[src/rtl/writeback_stage.sv]
// MEM/WB pipeline register and writeback logic for the RV32I core.
// Extracts and extends load data, drives the register-file write port and counts retired instructions.
module writeback_stage #(
  parameter int XLEN  = 32,
  parameter int CNT_W = 32
) (
  input  logic             clk,
  input  logic             rst,
  input  logic             mem_valid,
  input  logic [4:0]       mem_rd,
  input  logic [XLEN-1:0]  mem_alu_result,
  input  logic [XLEN-1:0]  mem_load_data,
  input  logic [2:0]       mem_load_type,
  input  logic             mem_wb_load,
  input  logic             mem_wb_reg_file,
  input  logic             wb_stall,
  input  logic             wb_flush,
  output logic             reg_file_wr_en,
  output logic [4:0]       reg_file_wr_addr,
  output logic [XLEN-1:0]  reg_file_wr_data,
  output logic             wb_valid,
  output logic [CNT_W-1:0] retire_count
);

  localparam logic [2:0] LT_LB  = 3'b000;
  localparam logic [2:0] LT_LH  = 3'b001;
  localparam logic [2:0] LT_LBU = 3'b011;
  localparam logic [2:0] LT_LHU = 3'b100;

  logic             valid_q,  valid_d;
  logic [4:0]       rd_q,     rd_d;
  logic [XLEN-1:0]  alu_q,    alu_d;
  logic [XLEN-1:0]  word_q,   word_d;
  logic [2:0]       lt_q,     lt_d;
  logic             load_q,   load_d;
  logic             regf_q,   regf_d;
  logic [CNT_W-1:0] retire_q, retire_d;

  logic advance;
  logic retire_inc;

  // A stalled slot retires once, on the cycle it finally leaves (or is flushed out).
  assign advance    = ~wb_stall | wb_flush;
  assign retire_inc = valid_q & advance;

  always_comb begin
    valid_d  = valid_q;
    rd_d     = rd_q;
    alu_d    = alu_q;
    word_d   = word_q;
    lt_d     = lt_q;
    load_d   = load_q;
    regf_d   = regf_q;
    retire_d = retire_q + {{(CNT_W-1){1'b0}}, retire_inc};
    if (wb_flush) begin
      valid_d = 1'b0;
    end else if (!wb_stall) begin
      valid_d = mem_valid;
      rd_d    = mem_rd;
      alu_d   = mem_alu_result;
      word_d  = mem_load_data;
      lt_d    = mem_load_type;
      load_d  = mem_wb_load;
      regf_d  = mem_wb_reg_file;
    end
  end

  always_ff @(posedge clk) begin
    if (rst) begin
      valid_q  <= 1'b0;
      rd_q     <= '0;
      alu_q    <= '0;
      word_q   <= '0;
      lt_q     <= '0;
      load_q   <= 1'b0;
      regf_q   <= 1'b0;
      retire_q <= '0;
    end else begin
      valid_q  <= valid_d;
      rd_q     <= rd_d;
      alu_q    <= alu_d;
      word_q   <= word_d;
      lt_q     <= lt_d;
      load_q   <= load_d;
      regf_q   <= regf_d;
      retire_q <= retire_d;
    end
  end

  logic [7:0]      lane [4];
  logic [1:0]      off;
  logic [7:0]      byte_sel;
  logic [15:0]     half_sel;
  logic [XLEN-1:0] load_ext;
  logic [XLEN-1:0] sel_data;
  logic            wr_en;

  genvar gi;
  generate
    for (gi = 0; gi < 4; gi++) begin : g_lane
      assign lane[gi] = word_q[8*gi +: 8];
    end
  endgenerate

  // Halfword selection ignores off[0]; misaligned halves are not trapped here.
  assign off      = alu_q[1:0];
  assign byte_sel = lane[off];
  assign half_sel = off[1] ? word_q[31:16] : word_q[15:0];

  always_comb begin
    load_ext = word_q;
    case (lt_q)
      LT_LB:   load_ext = {{24{byte_sel[7]}}, byte_sel};
      LT_LBU:  load_ext = {24'h0, byte_sel};
      LT_LH:   load_ext = {{16{half_sel[15]}}, half_sel};
      LT_LHU:  load_ext = {16'h0, half_sel};
      default: load_ext = word_q;
    endcase
  end

  assign sel_data = load_q ? load_ext : alu_q;
  assign wr_en    = valid_q & regf_q & (rd_q != 5'd0);

  assign reg_file_wr_en   = wr_en;
  assign reg_file_wr_addr = wr_en ? rd_q : 5'd0;
  assign reg_file_wr_data = wr_en ? sel_data : '0;
  assign wb_valid         = valid_q;
  assign retire_count     = retire_q;

endmodule
[config.mk]
export PLATFORM = sky130hd
export DESIGN_NAME = writeback_stage
export DESIGN_NICKNAME = d
export VERILOG_FILES = /design/src/rtl/writeback_stage.sv
export SDC_FILE = /design/constraint.sdc
export NUM_CORES = 1
export LEC_CHECK = 0
export ABC_CLOCK_PERIOD_IN_PS = 5100
export CAP_MARGIN = 15
export CELL_PAD_IN_SITES_DETAIL_PLACEMENT = 1
export CELL_PAD_IN_SITES_GLOBAL_PLACEMENT = 1
export CORE_MARGIN = 4
export CORE_UTILIZATION = 30
export CTS_CLUSTER_DIAMETER = 80
export CTS_CLUSTER_SIZE = 25
export DETAILED_ROUTE_END_ITERATION = 16
export HOLD_SLACK_MARGIN = 0.15
export PLACE_DENSITY_LB_ADDON = 0.1
export SYNTH_ARGS = -nofsm -noshare
export SYNTH_HDL_FRONTEND = slang
export SYNTH_SLANG_ARGS = --single-unit
[constraint.sdc]
create_clock -name clk -period 5.1 [get_ports clk]
set_input_delay 1.02 -clock clk [delete_from_list [all_inputs] [get_ports clk]]
set_output_delay 1.02 -clock clk [all_outputs]
set_load 0.02 [all_outputs]
* Yosys cells after proc, flatten, opt, wreduce, memory -nomap -nowiden
Index checks and enable logic that the tools add are counted.
Storage, ports and cells: flip-flop bits (word level) 107, bits of input ports 79, output and inout port bits 71, logic and storage cells 32
Cells by class: $add $sub $neg 1, magnitude comparators 1, equality and inequality tests 3, mux-type cells 8, bitwise gates (word level) 7, reductions and logical operators 4
Operators with widths (count):
- $pmux W32 S4 | 1
- $mux W32 | 2
- $add A32 B1 Y32 | 1
- $bmux W8 S2 | 1
- $mux W16 | 1
- $mux W8 | 2
- $mux W5 | 1
- $reduce_bool A5 Y1 | 1
- $and A1 B1 Y1 | 3
- $eq A3 B1 Y1 const B | 1
- $eq A3 B2 Y1 const B | 1
- $eq A3 B3 Y1 const B | 1
- $ge A3 B3 Y1 const B | 1
- $logic_not A3 Y1 | 1
- $not A2 Y3 | 1
- $not A1 Y1 | 2
- $reduce_and A2 Y1 | 1
- $reduce_or A2 Y1 | 1
- $or A1 B1 Y1 | 1

* Depth between registers and ports, before layout
Gate-level depths: netlist of the first run.
depth in word-level cells 7, gate-level depth with buffers 9, gate-level depth less buffers 8

* Least setup slack after synthesis of the first run
Ideal clock, no wire load.
path kind register -> output, start register valid_q (netlist: wb_valid), end output port reg_file_wr_data[6], arrival time 1.970 ns, setup slack 2.110 ns, stages on the path, launching flop included 6, path buffers 1, cell sequence dfxtp_1 -> nand2_1 -> a21oi_2 -> clkbuf_1 -> o211ai_1 -> o21ai_0
Between the ends: longest elaborated chain between the ends 3
Ends and longest elaborated chain:
- start, declared | line 30 | logic valid_q, valid_d;
- start signal, assigned | line 79 | valid_q <= valid_d;
- $and A1 B1 Y1 (2 in a row) | line 122 | assign wr_en = valid_q & regf_q & (rd_q != 5'd0);
- via reg_file_wr_en | line 18 | output logic reg_file_wr_en,
- $mux W32 | line 126 | assign reg_file_wr_data = wr_en ? sel_data : '0;
- end, declared | line 20 | output logic [XLEN-1:0] reg_file_wr_data,
The timed path passes the listed nets, and every way through them passes these cells.

* Worst setup path after layout of the first run
start register lt_q[2], end output port reg_file_wr_data[21]
Between the ends: longest elaborated chain between the ends 4, elaborated cells between the ends (all ways) 7, classes of those cells 3 x eq/ne; 3 x mux; 1 x reduce/logical
Ends and longest elaborated chain:
- start, declared | line 34 | logic [2:0] lt_q, lt_d;
- start signal, assigned | line 83 | lt_q <= lt_d;
- $eq A3 B3 Y1, or another cell as far along | line 112 | case (lt_q)
- $pmux W32 S4 (*) | line 112
- $mux W32 (*) | line 121 | assign sel_data = load_q ? load_ext : alu_q;
- $mux W32 (*) | line 126
Every way passes the cells marked *; elsewhere a longest branch is shown, timed or not.

==> impl_metrics.toml, run 1 <==
[worst_hold_path]
worstHoldPathCells = 2
hp-start = "rd_q[4]"
min_to = "rd_q[4]"
hold_class = "flop to flop"

[floorplanning]
die_w_um = 142
pin_count = 150
die_h_um = 142
row_count = 48
die-area_mm2 = 0.0202
initial_core_util_pct = 30.8
core-area_mm2 = 0.0175

[setup_path]
r2r_cells = 7
rr_endpoint = "retire_count[28]"
slowest_stage = "dfxtp_1"
cp_data_arrival_time_ns = 3.31
r2r_slack_ns = 2.35
regToRegStartpoint = "wb_valid"
crit_top_cell = "o21ai_0"
path_buf_inv = 1
critPathKind = "flop to output pin"
cp-end-kind = "output pin"
required_ns = 4.08
crit_path_max_incr_delay_ns = 0.86
cpLargestDelayFamily = "flip-flops"
cp_cell_sequence = "nor2b_1 -> o21ai_0 -> nand4_1 -> o21ai_0 -> clkdlybuf4s50_1"
worstSetupStartpointType = "flop"
path_max_fanout = 24

[synthesis]
netlist_instances = 716
syn_area_per_cell_um2 = 7.53
ys_ff_latch = 107
synth-warning-count = 0
synth-edff-count = 0
yosysSeqAreaShare_pct = 39.7
async_flop_share_pct = 0
synthDistinctLibCells = 48
netlist_area_mm2 = 0.00539
syn_nets = 798
yosys_most_used_dff = "dfxtp_1"

[timing]
fin_skew_ns = 0.00556
final.period_utilization_pct = 84.9
tightest_slew_ns = 0.822
finalWorstSetupSlack_ns = 0.769
hold_violations = 0
fin_hold_ws_ns = 0.458
rsz0062_at_grt = "no"
min_period_ns = 4.33
setup_violations = 0
fmax_mhz = 231
fin_setup_tns_ns = 0
slew_headroom_pct = 45.1
slew_viol_final = 0

[final_layout]
antenna_cells = 0
drive_gt1_share_pct = 4.65
num-nets-final = 915
syn_to_final_growth_pct = 35.8
final_cell_mix = "nand2_1 (187), clkdlybuf4s50_1 (148), dfxtp_1 (107)"
final_common_cell = "nand2_1"
utilization_pct = 41.9
design_area_mm2 = 0.00732

[power_and_ir_drop]
p_leak_uw = 0.00253
max-vdd-ir-drop_mv = 0.151
p_per_area_mw_per_mm2 = 238

[clock_network]
root_buffer = "clkbuf_16"
cts-resized-gates = 0
cts_setup_buffers = 0
tritoncts.num_buffers = 9
path_clk_slew_ns = 0.07
cts_tree = "built"
htree_num_levels = 3
clk_latency_ns = 0.35
cts_buffer_depth = 2
ctsHoldBuffers = 0
cts_num_sinks = 107

[global_route]
antenna_found_initial = 0
grtUsageTotal_pct = 19.2
grt.overflow.total = 0
grt_max_degree = 113
grt_pass1_vias = 5668
grt_pass1_wl_um = 30900

[drt]
finalWirelength_um = 19900
drcViolationCount = 0
drtPass1Iterations = 5
wire_per_inst_um = 18.7
vias = 5662
postRouteAntennaNets = 0
vias_per_cell = 5.33
drtIter0Drc = 340

[place]
gp_congestion = 0.833
dp_slack_ns = 1.16
io_buffers = 149
hpwl_um = 14600
place_area_mm2 = 0.00703

[job]
maxCapViolations = 0

[status]
status = "finished clean"
[where the power goes]
part	switching (uW)	internal, uW
combinational	98.1	98.3
sequential	36.7	862
clock	314	334
total	448	1300
[Yosys cell counts (all sizes together) (4+ instances only)]
| library cell | instances | area [um^2] |
|---|---|---|
| nand3b | 6 | 45.0 |
| nor2 | 36 | 135 |
| nand4 | 16 | 113 |
| o311a | 7 | 70.1 |
| xor2 | 8 | 70.1 |
| or4 | 7 | 56.3 |
| nor4 | 5 | 31.3 |
| a21oi | 94 | 474 |
| dfxtp | 107 | 2140 |
| o211ai | 7 | 52.6 |
| a32oi | 7 | 61.3 |
| a22o | 7 | 61.3 |
| buf | 14 | 57.6 |
| a2bb2oi | 7 | 61.3 |
| nand3 | 16 | 80.1 |
| nand2 | 187 | 702 |
| xnor2 | 4 | 35.0 |
| or3 | 7 | 43.8 |
| mux2 | 7 | 78.8 |
| mux2i | 10 | 100 |
| nor2b | 17 | 106 |
| inv | 13 | 48.8 |
| o21ai | 33 | 165 |
| clkbuf | 36 | 135 |
| and3 | 10 | 62.6 |
| nor3 | 5 | 25.0 |
| and4 | 6 | 53.8 |
| o31ai | 13 | 97.6 |
| nor4bb | 6 | 60.1 |
[state kept, by name, indices dropped and copies added, names as in the netlist]
name          flops
load_q            1
regf_q            1
wb_valid          1
rd_q              5
retire_count     32
alu_q            32
word_q           32
lt_q              3
[worst reg2reg max path: stages, from the launching register on]
cell	delay, ns
dfxtp_1	0.45
a21boi_0	0.29
ha_1	0.23
ha_1	0.22
and4_1	0.34
nand4_2	0.38
or4_1	0.62
a21oi_1	0.15
[layout make-up]
class / count / area, um^2
flip-flops and latches: 107 / 2140
clock inverters: 3 / 25.0
clock buffers: 13 / 240
repair buffers: 156 / 1560
inverters: 13 / 48.8
well taps: 225 / 282
fillers: 2106 / 10200
multi-input cells: 546 / 3020
[worst max path at each step]
| stage | from | end | cells past startpoint |
|---|---|---|---|
| 6_report | lt_q[2] | reg_file_wr_data[21] | 5 |
| 3_5_place_dp | alu_q[0] | reg_file_wr_data[19] | 5 |
| 3_3_place_gp | alu_q[0] | reg_file_wr_data[21] | 5 |
| 2_1_floorplan | wb_valid | reg_file_wr_data[6] | 5 |
| 4_1_cts | alu_q[0] | reg_file_wr_data[19] | 5 |
| 5_1_grt | lt_q[2] | reg_file_wr_data[21] | 5 |
[through the flow]
step,total power (uW),std cells
finish,1740,1063
floorplan,1000,716
global route,1820,1063
detailed placement,1110,1046
CTS,1760,1062
global placement,1110,1046
[kinds of logic (layout without fill, tap and decap cells)]
family | after synthesis | count (layout) | share of synthesized area, %
adders and majority gates | 3 | 3 | 0.697
DFF | 107 | 107 | 39.7
xor gates and xnor gates | 12 | 12 | 1.95
and+or+nand+nor | 332 | 332 | 29.1
buffers and inverters | 63 | 185 | 4.48
AOI/OAI and AO/OA | 181 | 181 | 20.3
muxes | 18 | 18 | 3.74
[metal layers]
metal	track usage (%)	routed length (um)	vias to the layer above
li1	-	-	2737
met1	25.7	8880	2764
met2	30.7	9450	142
met3	5.21	1250	19
met4	4.85	286	0
met5	0	0	-
Power figures use the tool's default switching activity.
==> inputs of run 2 (changes only) <==
--- a/config.mk
+++ b/config.mk
@@ -5,7 +5,7 @@
 export SDC_FILE = /design/constraint.sdc
 export NUM_CORES = 1
 export LEC_CHECK = 0
-export ABC_CLOCK_PERIOD_IN_PS = 5100
+export ABC_CLOCK_PERIOD_IN_PS = 4100
 export CAP_MARGIN = 15
 export CELL_PAD_IN_SITES_DETAIL_PLACEMENT = 1
 export CELL_PAD_IN_SITES_GLOBAL_PLACEMENT = 1
==> constraint.sdc (replaced) <==
create_clock -name clk -period 4.1 [get_ports clk]
set_input_delay 0.82 -clock clk [delete_from_list [all_inputs] [get_ports clk]]
set_output_delay 0.82 -clock clk [all_outputs]
set_load 0.02 [all_outputs]
==> impl_metrics.toml, run 2 (same netlist as run 1, synthesis figures left out) <==
[place]
hpwl_um = 14700
io_buffers = 149
gp_congestion = 0.781

[setup_path]
r2r_cells = 7
crit_path_max_incr_delay_ns = 0.79
path_max_fanout = 21
critPathKind = "flop to output pin"
required_ns = 3.28
cp_data_arrival_time_ns = 2.95
path_buf_inv = 1
cpLargestDelayFamily = "compound AO/OA/AOI/OAI gates"
cp_num_cells = 5
worstSetupStartpointType = "flop"
slowest_stage = "dfxtp_1"
cp_cell_sequence = "nor2_1 -> a32oi_1 -> a2bb2oi_1 -> a22o_1 -> clkdlybuf4s50_1"
cp-end-kind = "output pin"

[timing]
fmax_mhz = 266
slew_headroom_pct = 43.7
fin_skew_ns = 0.00459
hold_violations = 0
setup_violations = 0
final.period_utilization_pct = 91.9
tightest_slew_ns = 0.845
min_period_ns = 3.77
rsz0062_at_grt = "no"
fin_setup_tns_ns = 0
slew_viol_final = 0

[final_layout]
drive_gt1_share_pct = 5.58
antenna_cells = 0
final_cell_mix = "nand2_1 (187), clkdlybuf4s50_1 (148), dfxtp_1 (106)"
multi_input_area_mm2 = 0.00302
seqCellArea_mm2 = 0.00214
syn_to_final_growth_pct = 36.5
num-nets-final = 920
fillers = 2113
final_common_cell = "nand2_1"

[clock_network]
ctsHoldBuffers = 0
cts_num_sinks = 107
cts_buffer_depth = 2
path_clk_slew_ns = 0.07
clk_latency_ns = 0.35
htree_num_levels = 3
root_buffer = "clkbuf_16"
cts_tree = "built"
tritoncts.num_buffers = 9

[status]
status = "finished clean"

[floorplanning]
die_h_um = 142
die-area_mm2 = 0.0202
row_count = 48
pin_count = 150
core-area_mm2 = 0.0175
initial_core_util_pct = 30.8
die_w_um = 142

[drt]
wire_per_inst_um = 18.8
postRouteAntennaNets = 0
finalWirelength_um = 20100
drtPass1Iterations = 4
drcViolationCount = 0
vias = 5582
vias_per_cell = 5.23
drtIter0Drc = 307

[power_and_ir_drop]
max-vdd-ir-drop_mv = 0.182
power.total_uw = 2220
p_leak_uw = 0.00255
p_per_area_mw_per_mm2 = 301

[global_route]
antenna_found_initial = 1
grt_pass1_vias = 5732
grtUsageTotal_pct = 19.7
grt_max_degree = 78
grt.overflow.total = 0
grt_pass1_wl_um = 31900

[worst_hold_path]
worstHoldPathCells = 2
hold_class = "flop to flop"

[job]
maxCapViolations = 0
## run 2: cell count changes in the layout (fill, tap and decap cells not counted), sizes merged
cell	delta
buf	+5
clkinv	-2
clkinvlp	+2
## run 2: worst reg2reg max path, delay by kind of cell, from the launching register on
kind	cells	cell delay, ns
AOI/OAI and AO/OA	2	0.46
adders and majority gates	2	0.45
DFF	1	0.45
and+or+nand+nor	3	1.32
## run 2: per-layer routing
metal	global-route usage (%)	part of all wire, %	vias up
met5	0	0	-
met4	5.05	1.4	0
met3	5.38	6.4	13
met2	31.9	48	142
met1	25.9	44	2687
li1	-	-	2740
## run 2: final timing paths
| kind | startpoint | slack [ns] | to |
|---|---|---|---|
| min | alu_q[31] | 0.46 | alu_q[31] |
| max reg2reg | wb_valid | 1.36 | retire_count[30] |
| min reg2reg | alu_q[31] | 0.46 | alu_q[31] |
| max | lt_q[0] | 0.33 | reg_file_wr_data[11] |
## run 2: report_power, final
part	switching, uW	total [uW]	internal [uW]
Combinational	125	247	122
Sequential	40.5	1110	1070
Clock	408	855	447
Total	574	2220	1640
## run 2: area by class of cell
cell class	instances	area share, %
clock buffer	13	3.54
sequential	107	29.1
tap	225	3.83
timing repair buffer	161	21.5
clock inverter	3	0.306
inverter	13	0.663
multi-input combinational	546	41.1
## run 2: repair_timing
action                                  4_1_cts  5_1_grt
endpoints found under the setup margin        0       16
buffers inserted                              0        1
resized for setup                             0        1
## run 2: per-stage QoR
step | worst slack [ns] | std cells | instance area, um^2 | utilization (%) | hold WS (ns)
finish | 0.334 | 1068 | 7360 | 42.1 | 0.460
floorplan | 1.31 | 716 | 5390 | - | 0.433
global route | 0.154 | 1068 | 7360 | 42.1 | 0.473
CTS | 0.0516 | 1067 | 7350 | 42.0 | 0.459
detailed placement | 0.357 | 1051 | 7070 | 40.4 | 0.450
global placement | 0.564 | 1051 | 7070 | 40.4 | 0.444
==> inputs of run 3 (changes only) <==
--- a/config.mk
+++ b/config.mk
@@ -14,6 +14,7 @@
 export CTS_CLUSTER_DIAMETER = 80
 export CTS_CLUSTER_SIZE = 25
 export DETAILED_ROUTE_END_ITERATION = 16
+export GPL_ROUTABILITY_DRIVEN = 0
 export HOLD_SLACK_MARGIN = 0.15
 export PLACE_DENSITY_LB_ADDON = 0.1
 export SYNTH_ARGS = -nofsm -noshare
==> results of run 3 <==
Same layout as run 2: the final DEF is identical, and so are final timing and power.
==> RTL change, RTL diff (settings of run 3) <==
Change the parameter `CNT_W` from 32 to 48.
--- a/src/rtl/writeback_stage.sv
+++ b/src/rtl/writeback_stage.sv
@@ -2,7 +2,7 @@
 // Extracts and extends load data, drives the register-file write port and counts retired instructions.
 module writeback_stage #(
   parameter int XLEN  = 32,
-  parameter int CNT_W = 32
+  parameter int CNT_W = 48
 ) (
   input  logic             clk,
   input  logic             rst,
Interface: changed (resized retire_count); port bits go from 150 to 166. No check against the original RTL was run, so the function may have changed too.
==> RTL change against run 3 <==
  * Worst setup slack worse by 140 ps
  * Sequential cell count increased by 16
  * Design area up 15%
  * Highest routed layer is now met5
  * Global-route usage increased by 0.16 points
  * Wire length is 8.5% higher
  * Total power grew 33%
  * Clock skew up 3.9 ps
  * First-iteration DRC count fell by 14%
  * Synthesized area is 10% higher
==> RTL change: results (changes against run 3) <==
* Peak supply drop at 0.000275 V (+51%)
* Sw frac at 24.3% (-1.6 points)
* Met3 routed WL at 1260 um (-1.8%)
* Share of cells above drive strength 1 at 6.08% (+0.50 points)
* DP Wirelength at 16100 um (+9.8%)
* Pin count of the biggest net entering global routing at 67 (-14%)
* Met1 GRT Util at 25.6% (-0.27 points)
* First-pass GRT wire length at 34900 um (+9.4%)
* GRT met3 Usage at 5.85% (+0.47 points)
* Met2 usage at 32.0% (+0.082 points)
* Vias per cell at 5.10 (-2.4%)
* Clock Skews at 8.47 ps (+3.89 ps)
* Top layer in use: met5
* Total CTS buffers at 17 (+8)
* Nets at 1007 (+9.5%)
* Post-synth top cells: nand2_1 (177), dfxtp_1 (123), a21oi_1 (110), nor2_1 (61), clkbuf_1 (46)
* DRT Wirelength at 21800 um (+8.5%)
* DRT iter0 DRCs at 264 (-14%)
* Dpl cell area at 0.00787 mm^2 (+11%)
* Post-synth cell types at 46 (-4.2%)
* Later-pin clock latency in the skew report at 420 ps (+70 ps)
* Lkg Pwr at 2.81 nW (+10%)
* Slowest cell on the critical path: clkdlybuf4s50_1
* WL met2 at 10500 um (+9.1%)
* Status: finished, final reports clean
* Fillers at 2352 (+11%)
* Worst Tran Pin Value at 729 ps (-116 ps)
RTL change: stage by stage:
| stage | cells | power [W] | utilization [%] | setup WS [ps] |
|---|---|---|---|---|
| 2_1_floorplan | 782 | 0.00140 | - | 1010 |
| 3_3_place_gp | 1172 | 0.00153 | 40.4 | 591 |
| 3_5_place_dp | 1172 | 0.00154 | 40.4 | 513 |
| 4_1_cts | 1203 | 0.00298 | 43.3 | 210 |
| 5_1_grt | 1203 | 0.00307 | 43.3 | 1.00 |
| 6_report | 1203 | 0.00294 | 43.3 | 190 |
RTL change: worst paths after layout:
path	from	to	slack (ps)	cells after the start
worst min register to register	alu_q[7]	alu_q[7]	460	2
worst max-delay path	lt_q[0]	reg_file_wr_data[12]	190	6
worst min-delay path	alu_q[7]	alu_q[7]	460	2
worst max register to register	retire_count[15]	retire_count[41]	1420	5
RTL change: area by class of cell:
cell class                      instances  area, um^2  share of cell area (%)
Clock inverter                         10        93.8                    1.11
Sequential cell                       123        2460                    29.2
Clock buffer                           21         470                    5.58
Multi-Input combinational cell        598        3250                    38.5
Inverter                                6        22.5                   0.267
Tap cell                              265         332                    3.93
Timing Repair Buffer                  180        1800                    21.3
RTL change: power groups by stage:
stage               logic (W)  clock network [W]  registers, W
finish               0.000246            0.00143       0.00127
global route         0.000273            0.00152       0.00127
CTS                  0.000248            0.00146       0.00127
detailed placement   0.000246                  0       0.00129
global placement     0.000242                  0       0.00129
floorplan            0.000131                  0       0.00127
RTL change: kinds of logic after synthesis:
group | count (synthesis) | synth area share [%]
compound gates | 185 | 18.2
xor+xnor | 28 | 4.13
fa+ha+maj | 2 | 0.421
buf+inv | 61 | 3.98
flops | 123 | 41.4
mux | 14 | 2.42
simple gates | 369 | 29.4
